`src/rtl/alu_pkg.sv`:
```
// Shared constants for the ALU: opcode encodings, FLAG bit positions and datapath widths.
package alu_pkg;

    localparam int DATA_W = 19;
    localparam int OP_W   = 6;
    localparam int IMM_W  = 3;
    localparam int FLAG_W = 8;

    localparam logic [OP_W-1:0] OP_ADD  = 6'b000001;
    localparam logic [OP_W-1:0] OP_SUB  = 6'b000010;
    localparam logic [OP_W-1:0] OP_MUL  = 6'b000011;
    localparam logic [OP_W-1:0] OP_DIV  = 6'b000100;
    localparam logic [OP_W-1:0] OP_SHL  = 6'b000101;
    localparam logic [OP_W-1:0] OP_SHR  = 6'b000110;
    localparam logic [OP_W-1:0] OP_AND  = 6'b000111;
    localparam logic [OP_W-1:0] OP_OR   = 6'b001000;
    localparam logic [OP_W-1:0] OP_XOR  = 6'b001001;
    localparam logic [OP_W-1:0] OP_NAND = 6'b001010;
    localparam logic [OP_W-1:0] OP_NOT  = 6'b001011;
    localparam logic [OP_W-1:0] OP_ADDI = 6'b001100;

    localparam int FLAG_ZERO  = 0;
    localparam int FLAG_CARRY = 1;
    localparam int FLAG_NEG   = 2;
    localparam int FLAG_OVF   = 3;
    localparam int FLAG_DIVZ  = 4;
    localparam int FLAG_INV   = 6;

endpackage

```
`src/rtl/alu.sv`:
```
// Single-cycle ALU: combinational result/flag logic feeding one registered output stage.
module alu
    import alu_pkg::*;
(
    input  logic              clk,
    input  logic              reset,
    input  logic [OP_W-1:0]   opcode,
    input  logic [DATA_W-1:0] r2,
    input  logic [DATA_W-1:0] r3,
    input  logic [IMM_W-1:0]  imm,
    input  logic              aluen,
    output logic [DATA_W-1:0] r1,
    output logic [FLAG_W-1:0] FLAG
);

    logic [DATA_W-1:0]   imm_ext;
    logic [DATA_W:0]     sum;
    logic [DATA_W:0]     diff;
    logic [2*DATA_W-1:0] prod;
    logic [DATA_W:0]     shl;
    logic [DATA_W:0]     shr;
    logic [DATA_W-1:0]   res;
    logic                carry;
    logic                ovf;
    logic                divz;
    logic                inv;
    logic [FLAG_W-1:0]   flag_next;

    assign imm_ext = {{(DATA_W-IMM_W){1'b0}}, imm};

    always_comb begin
        sum   = '0;
        diff  = '0;
        prod  = '0;
        shl   = '0;
        shr   = '0;
        res   = '0;
        carry = 1'b0;
        ovf   = 1'b0;
        divz  = 1'b0;
        inv   = 1'b0;
        case (opcode)
            OP_ADD: begin
                sum   = {1'b0, r2} + {1'b0, r3};
                res   = sum[DATA_W-1:0];
                carry = sum[DATA_W];
                ovf   = (r2[DATA_W-1] == r3[DATA_W-1]) && (res[DATA_W-1] != r2[DATA_W-1]);
            end
            OP_ADDI: begin
                sum   = {1'b0, r2} + {1'b0, imm_ext};
                res   = sum[DATA_W-1:0];
                carry = sum[DATA_W];
                ovf   = (r2[DATA_W-1] == imm_ext[DATA_W-1]) && (res[DATA_W-1] != r2[DATA_W-1]);
            end
            OP_SUB: begin
                diff  = {1'b0, r2} - {1'b0, r3};
                res   = diff[DATA_W-1:0];
                carry = (r3 > r2);
                ovf   = (r2[DATA_W-1] != r3[DATA_W-1]) && (res[DATA_W-1] != r2[DATA_W-1]);
            end
            OP_MUL: begin
                prod  = {{DATA_W{1'b0}}, r2} * {{DATA_W{1'b0}}, r3};
                res   = prod[DATA_W-1:0];
                carry = |prod[2*DATA_W-1:DATA_W];
                ovf   = |prod[2*DATA_W-1:DATA_W];
            end
            OP_DIV: begin
                if (r3 == '0) begin
                    divz = 1'b1;
                end else begin
                    res = r2 / r3;
                end
            end
            // The extra bit beyond either end of the operand catches the last bit shifted out.
            OP_SHL: begin
                shl   = {1'b0, r2} << imm;
                res   = shl[DATA_W-1:0];
                carry = shl[DATA_W];
            end
            OP_SHR: begin
                shr   = {r2, 1'b0} >> imm;
                res   = shr[DATA_W:1];
                carry = shr[0];
            end
            OP_AND:  res = r2 & r3;
            OP_OR:   res = r2 | r3;
            OP_XOR:  res = r2 ^ r3;
            OP_NAND: res = ~(r2 & r3);
            OP_NOT:  res = ~r2;
            default: inv = 1'b1;
        endcase
    end

    always_comb begin
        flag_next             = '0;
        flag_next[FLAG_ZERO]  = (res == '0);
        flag_next[FLAG_CARRY] = carry;
        flag_next[FLAG_NEG]   = res[DATA_W-1];
        flag_next[FLAG_OVF]   = ovf;
        flag_next[FLAG_DIVZ]  = divz;
        flag_next[FLAG_INV]   = inv;
    end

    always_ff @(posedge clk) begin
        if (reset) begin
            r1   <= '0;
            FLAG <= '0;
        end else if (aluen) begin
            r1   <= res;
            FLAG <= flag_next;
        end
    end

endmodule

```
`config.mk`:
```
export PLATFORM = sky130hd
export DESIGN_NAME = alu
export DESIGN_NICKNAME = d
export VERILOG_FILES = /design/src/rtl/alu_pkg.sv /design/src/rtl/alu.sv
export SDC_FILE = /design/constraint.sdc
export NUM_CORES = 2
export LEC_CHECK = 0
export ABC_AREA = 1
export ABC_CLOCK_PERIOD_IN_PS = 50500
export CAP_MARGIN = 0
export CORE_MARGIN = 2
export CORE_UTILIZATION = 45
export DETAILED_ROUTE_END_ITERATION = 16
export SYNTH_ARGS = -nofsm -noshare
export SYNTH_HDL_FRONTEND = slang
export SYNTH_SLANG_ARGS = --single-unit
export TNS_END_PERCENT = 1
```
`constraint.sdc`:
```
create_clock -name clk -period 50.5 [get_ports clk]
set_clock_uncertainty 0.05 [all_clocks]
set_input_delay 12.625 -clock clk [delete_from_list [all_inputs] [get_ports clk]]
set_output_delay 12.625 -clock clk [all_outputs]
set_load 0.05 [all_outputs]
```
==> metrics.md <==
| Metric | Value |
|---|---|
| Outcome | `finished with violations` |
| Failing checks | `max-slew violations` |
| DP HPWL | `78.1 mm` |
| Primary FF master, synth | `dfxtp_1` |
| Top delay family on crit path | `simple AND/OR/NAND/NOR gates` |
| Slew Viols, Final | `2` |
| Power, Total | `0.00139 W` |
| Core area | `61400 um2` |
| Max Fclk | `21.4 MHz` |
| Setup WS pre-CTS | `around 0.54 ns` |
| Placed insts | `around 5100` |
| Sequential share of the synthesized area | `1.73%` |
| Antenna violations before repair | `4` |
| I/O Buffers | `74` |
| Max incr delay on CP | `roughly 0.53 ns` |
| Setup TNS | `0 ns` |
| Placed inst area | `29300 um2` |
| Largest net degree at the start of global routing | `40` |
| Final period util | `about 90%` |
| Non-filler cells, final | `just over 5000` |
| First-pass GRT wire length | `~150 mm` |
| Via count | `between 20000 and 30000` |
| Mux contribution to synthesized area | `0.216%` |
| WS Path Type | `in2reg` |
| Crit-path slowest cell | `o31ai_1` |
| Die Y-Extent | `252 um` |
| Total gr overflow | `0` |
| Async S/R FF share, synth | `0%` |
| Remaining antenna violation count | `0` |
| Leak pwr | `17.0 nW` |
| Rows | `91` |
| Post-synthesis sequential element count | `24` |
| Nets | `5023` |
| Clock Latency Late Sink | `0.26 ns` |
| Clock sink count | `24` |
| Worst setup EP type | `register` |
| Worst-path maximum fanout | `24` |
| Ys Warns | `0` |
| Min Tclk post-route | `~47 ns` |
| Layout cells sized above 1 | `6.58%` |
| Drt first pass iters | `6` |
| Post-synth EDFFs | `0` |
| Buf+Inv Stages, Crit Path | `25` |
| Average cell area after synthesis | `6.47 um2` |
| Post-synth cell types | `73` |
| Max-Cap Viols | `0` |
| Most frequent CP cell | `nand2_1` |
| Post-Syn Instances | `4292` |
| Total GRT Usage | `between 30% and 40%` |
| H-Tree Depth | `1` |
| Final worst slack | `3.74 ns` |
| Worst-margin pin slew | `1.51 ns` |
| Final setup fails | `0` |
| Worst Hold Class | `reg2reg` |
| IO Count | `77` |
| Die area | `63700 um2` |
| Max clock buf depth | `2` |
| Via density | `~5.4` |
| CTS Root Cell | `clkbuf_16` |
| Hold_buf cts | `0` |
| Iter 0 DRT Violations | `2462` |
| Starting density of the core | `45.3%` |
| Routed WL | `100 mm` |
| Fin area | `between 20000 and 30000 um2` |
| Commonest non-fill, non-tap cell in the layout | `nand2_1` |
| Req. time, crit path | `50.64 ns` |
| Post-synthesis compound-gate area fraction | `13.5%` |
| Post-Synth Adder-Cell Area | `38.0%` |
| Most frequent cells in the layout | `999 x nand2_1, 962 x inv_1, 378 x ha_1, 291 x fa_1, 234 x nor2_1` |
| Reg2reg setup slack | `49.69 ns` |
| Vias in the first global route | `26025` |
| Critical path data arrival time | `46.89 ns` |
| Synth Area in Simple Gates | `26.8%` |
| Endpoints failing hold | `0` |
| Worst setup SP type | `input port` |
| Layout area overhead | `6.77%` |
| TritonCTS Buffers | `3` |
| Worst VDD drop | `0.110 mV` |
| Synth Area in XOR/XNOR | `3.66%` |
| CTS tree | `done` |
| Placer congestion estimate | `0.999` |
| Die Width | `252 um` |
| DRC | `0` |
| Average wire per standard cell | `19.6 um` |
| Worst-path clk slew | `0.07 ns` |
| Main combinational cell family by area after synthesis | `adder cells` |
| Synth Cell Area | `27800 um2` |
| PwrDens | `approximately 47 nW/um2` |
| Rel. slew slack | `-0.981%` |
-- tightest hold or removal path, cell delays in order (launching register included) --
cell	delay, ns
dfxtp_1	0.31
nand2_1	0.06
a21oi_1	0.05
-- Yosys cell counts (10+ instances only) --
cell / n / share of area (%)
nor2_1: 235 / 3.2
buf_1: 22 / 0.30
nand3_1: 200 / 3.6
inv_1: 968 / 13
a31oi_1: 14 / 0.32
inv_2: 10 / 0.14
buf_2: 15 / 0.27
o21bai_1: 22 / 0.59
clkbuf_1: 105 / 1.4
o211ai_1: 20 / 0.54
nand3_2: 35 / 1.3
nand4_1: 26 / 0.59
dfxtp_1: 24 / 1.7
nor3_1: 37 / 0.67
ha_1: 378 / 17
nor4_1: 22 / 0.50
a21oi_1: 218 / 3.9
o21ai_1: 13 / 0.23
o221ai_1: 13 / 0.41
xor2_1: 65 / 2.0
fa_1: 291 / 21
xnor2_1: 51 / 1.6
or2_2: 54 / 1.2
o22ai_1: 34 / 0.77
nand2_2: 32 / 0.72
a211oi_1: 10 / 0.27
a221oi_1: 17 / 0.54
and2_1: 22 / 0.50
a21o_1: 11 / 0.30
nand2_1: 1000 / 14
o2111ai_1: 13 / 0.41
o21ai_0: 193 / 3.5
-- metal layers --
layer / global-route usage [%] / wire length, um
met1: 43.5 / 44300
met3: 4.83 / 8910
met2: 49.7 / 43400
met5: 0 / 23
met4: 8.52 / 3420
-- registers in the layout, summed over array words and instances (netlist names) --
signal	count
FLAG	6
r1	18
-- path summary, 6_finish.rpt --
path / startpoint / endpoint / cells after the start
setup / recovery: r2[11] / FLAG[0] / 252
hold / removal: FLAG[3] / FLAG[3] / 2
setup reg to reg: r1[0] / r1[0] / 4
hold reg to reg: FLAG[3] / FLAG[3] / 2
-- cell type report --
type / instances / area (um2)
fillers: 6457 / 31700
multi-input cells: 3119 / 22900
inverters: 989 / 3750
repair buffers: 165 / 1440
well taps: 790 / 988
flip-flops and latches: 24 / 480
clock buffers: 4 / 88.8
repair inverters: 2 / 12.5
diodes: 1 / 2.50
-- power by group --
group	switching (W)	internal, W
registers	0.000000752	0.0000202
clock network	0.00000744	0.0000121
logic	0.000854	0.000499
total	0.000862	0.000531
-- through the flow --
stage / utilization [%] / hold WS [ns]
after floorplan: - / 0.637
after global placement: 47.7 / 0.406
after detailed placement: 47.7 / 0.409
after CTS: 47.8 / 0.420
after global routing: 48.3 / 0.448
final: 48.3 / 0.416
-- kinds of logic (layout without fill, tap and decap cells) --
family	count (synthesis)	in the layout
XOR/XNOR	116	116
AND/OR/NAND/NOR	1693	1693
multiplexers	6	6
flip-flops	24	24
AO/OA/AOI/OAI	633	633
adder cells (fa/ha/maj)	669	669
buffers and inverters	1150	1160
other	1	3
-- timing repair --
item	4_1_cts	5_1_grt
gates resized for setup	0	25
setup endpoints to repair	0	3
setup buffers	0	23
(Power assumes the default switching activity.)
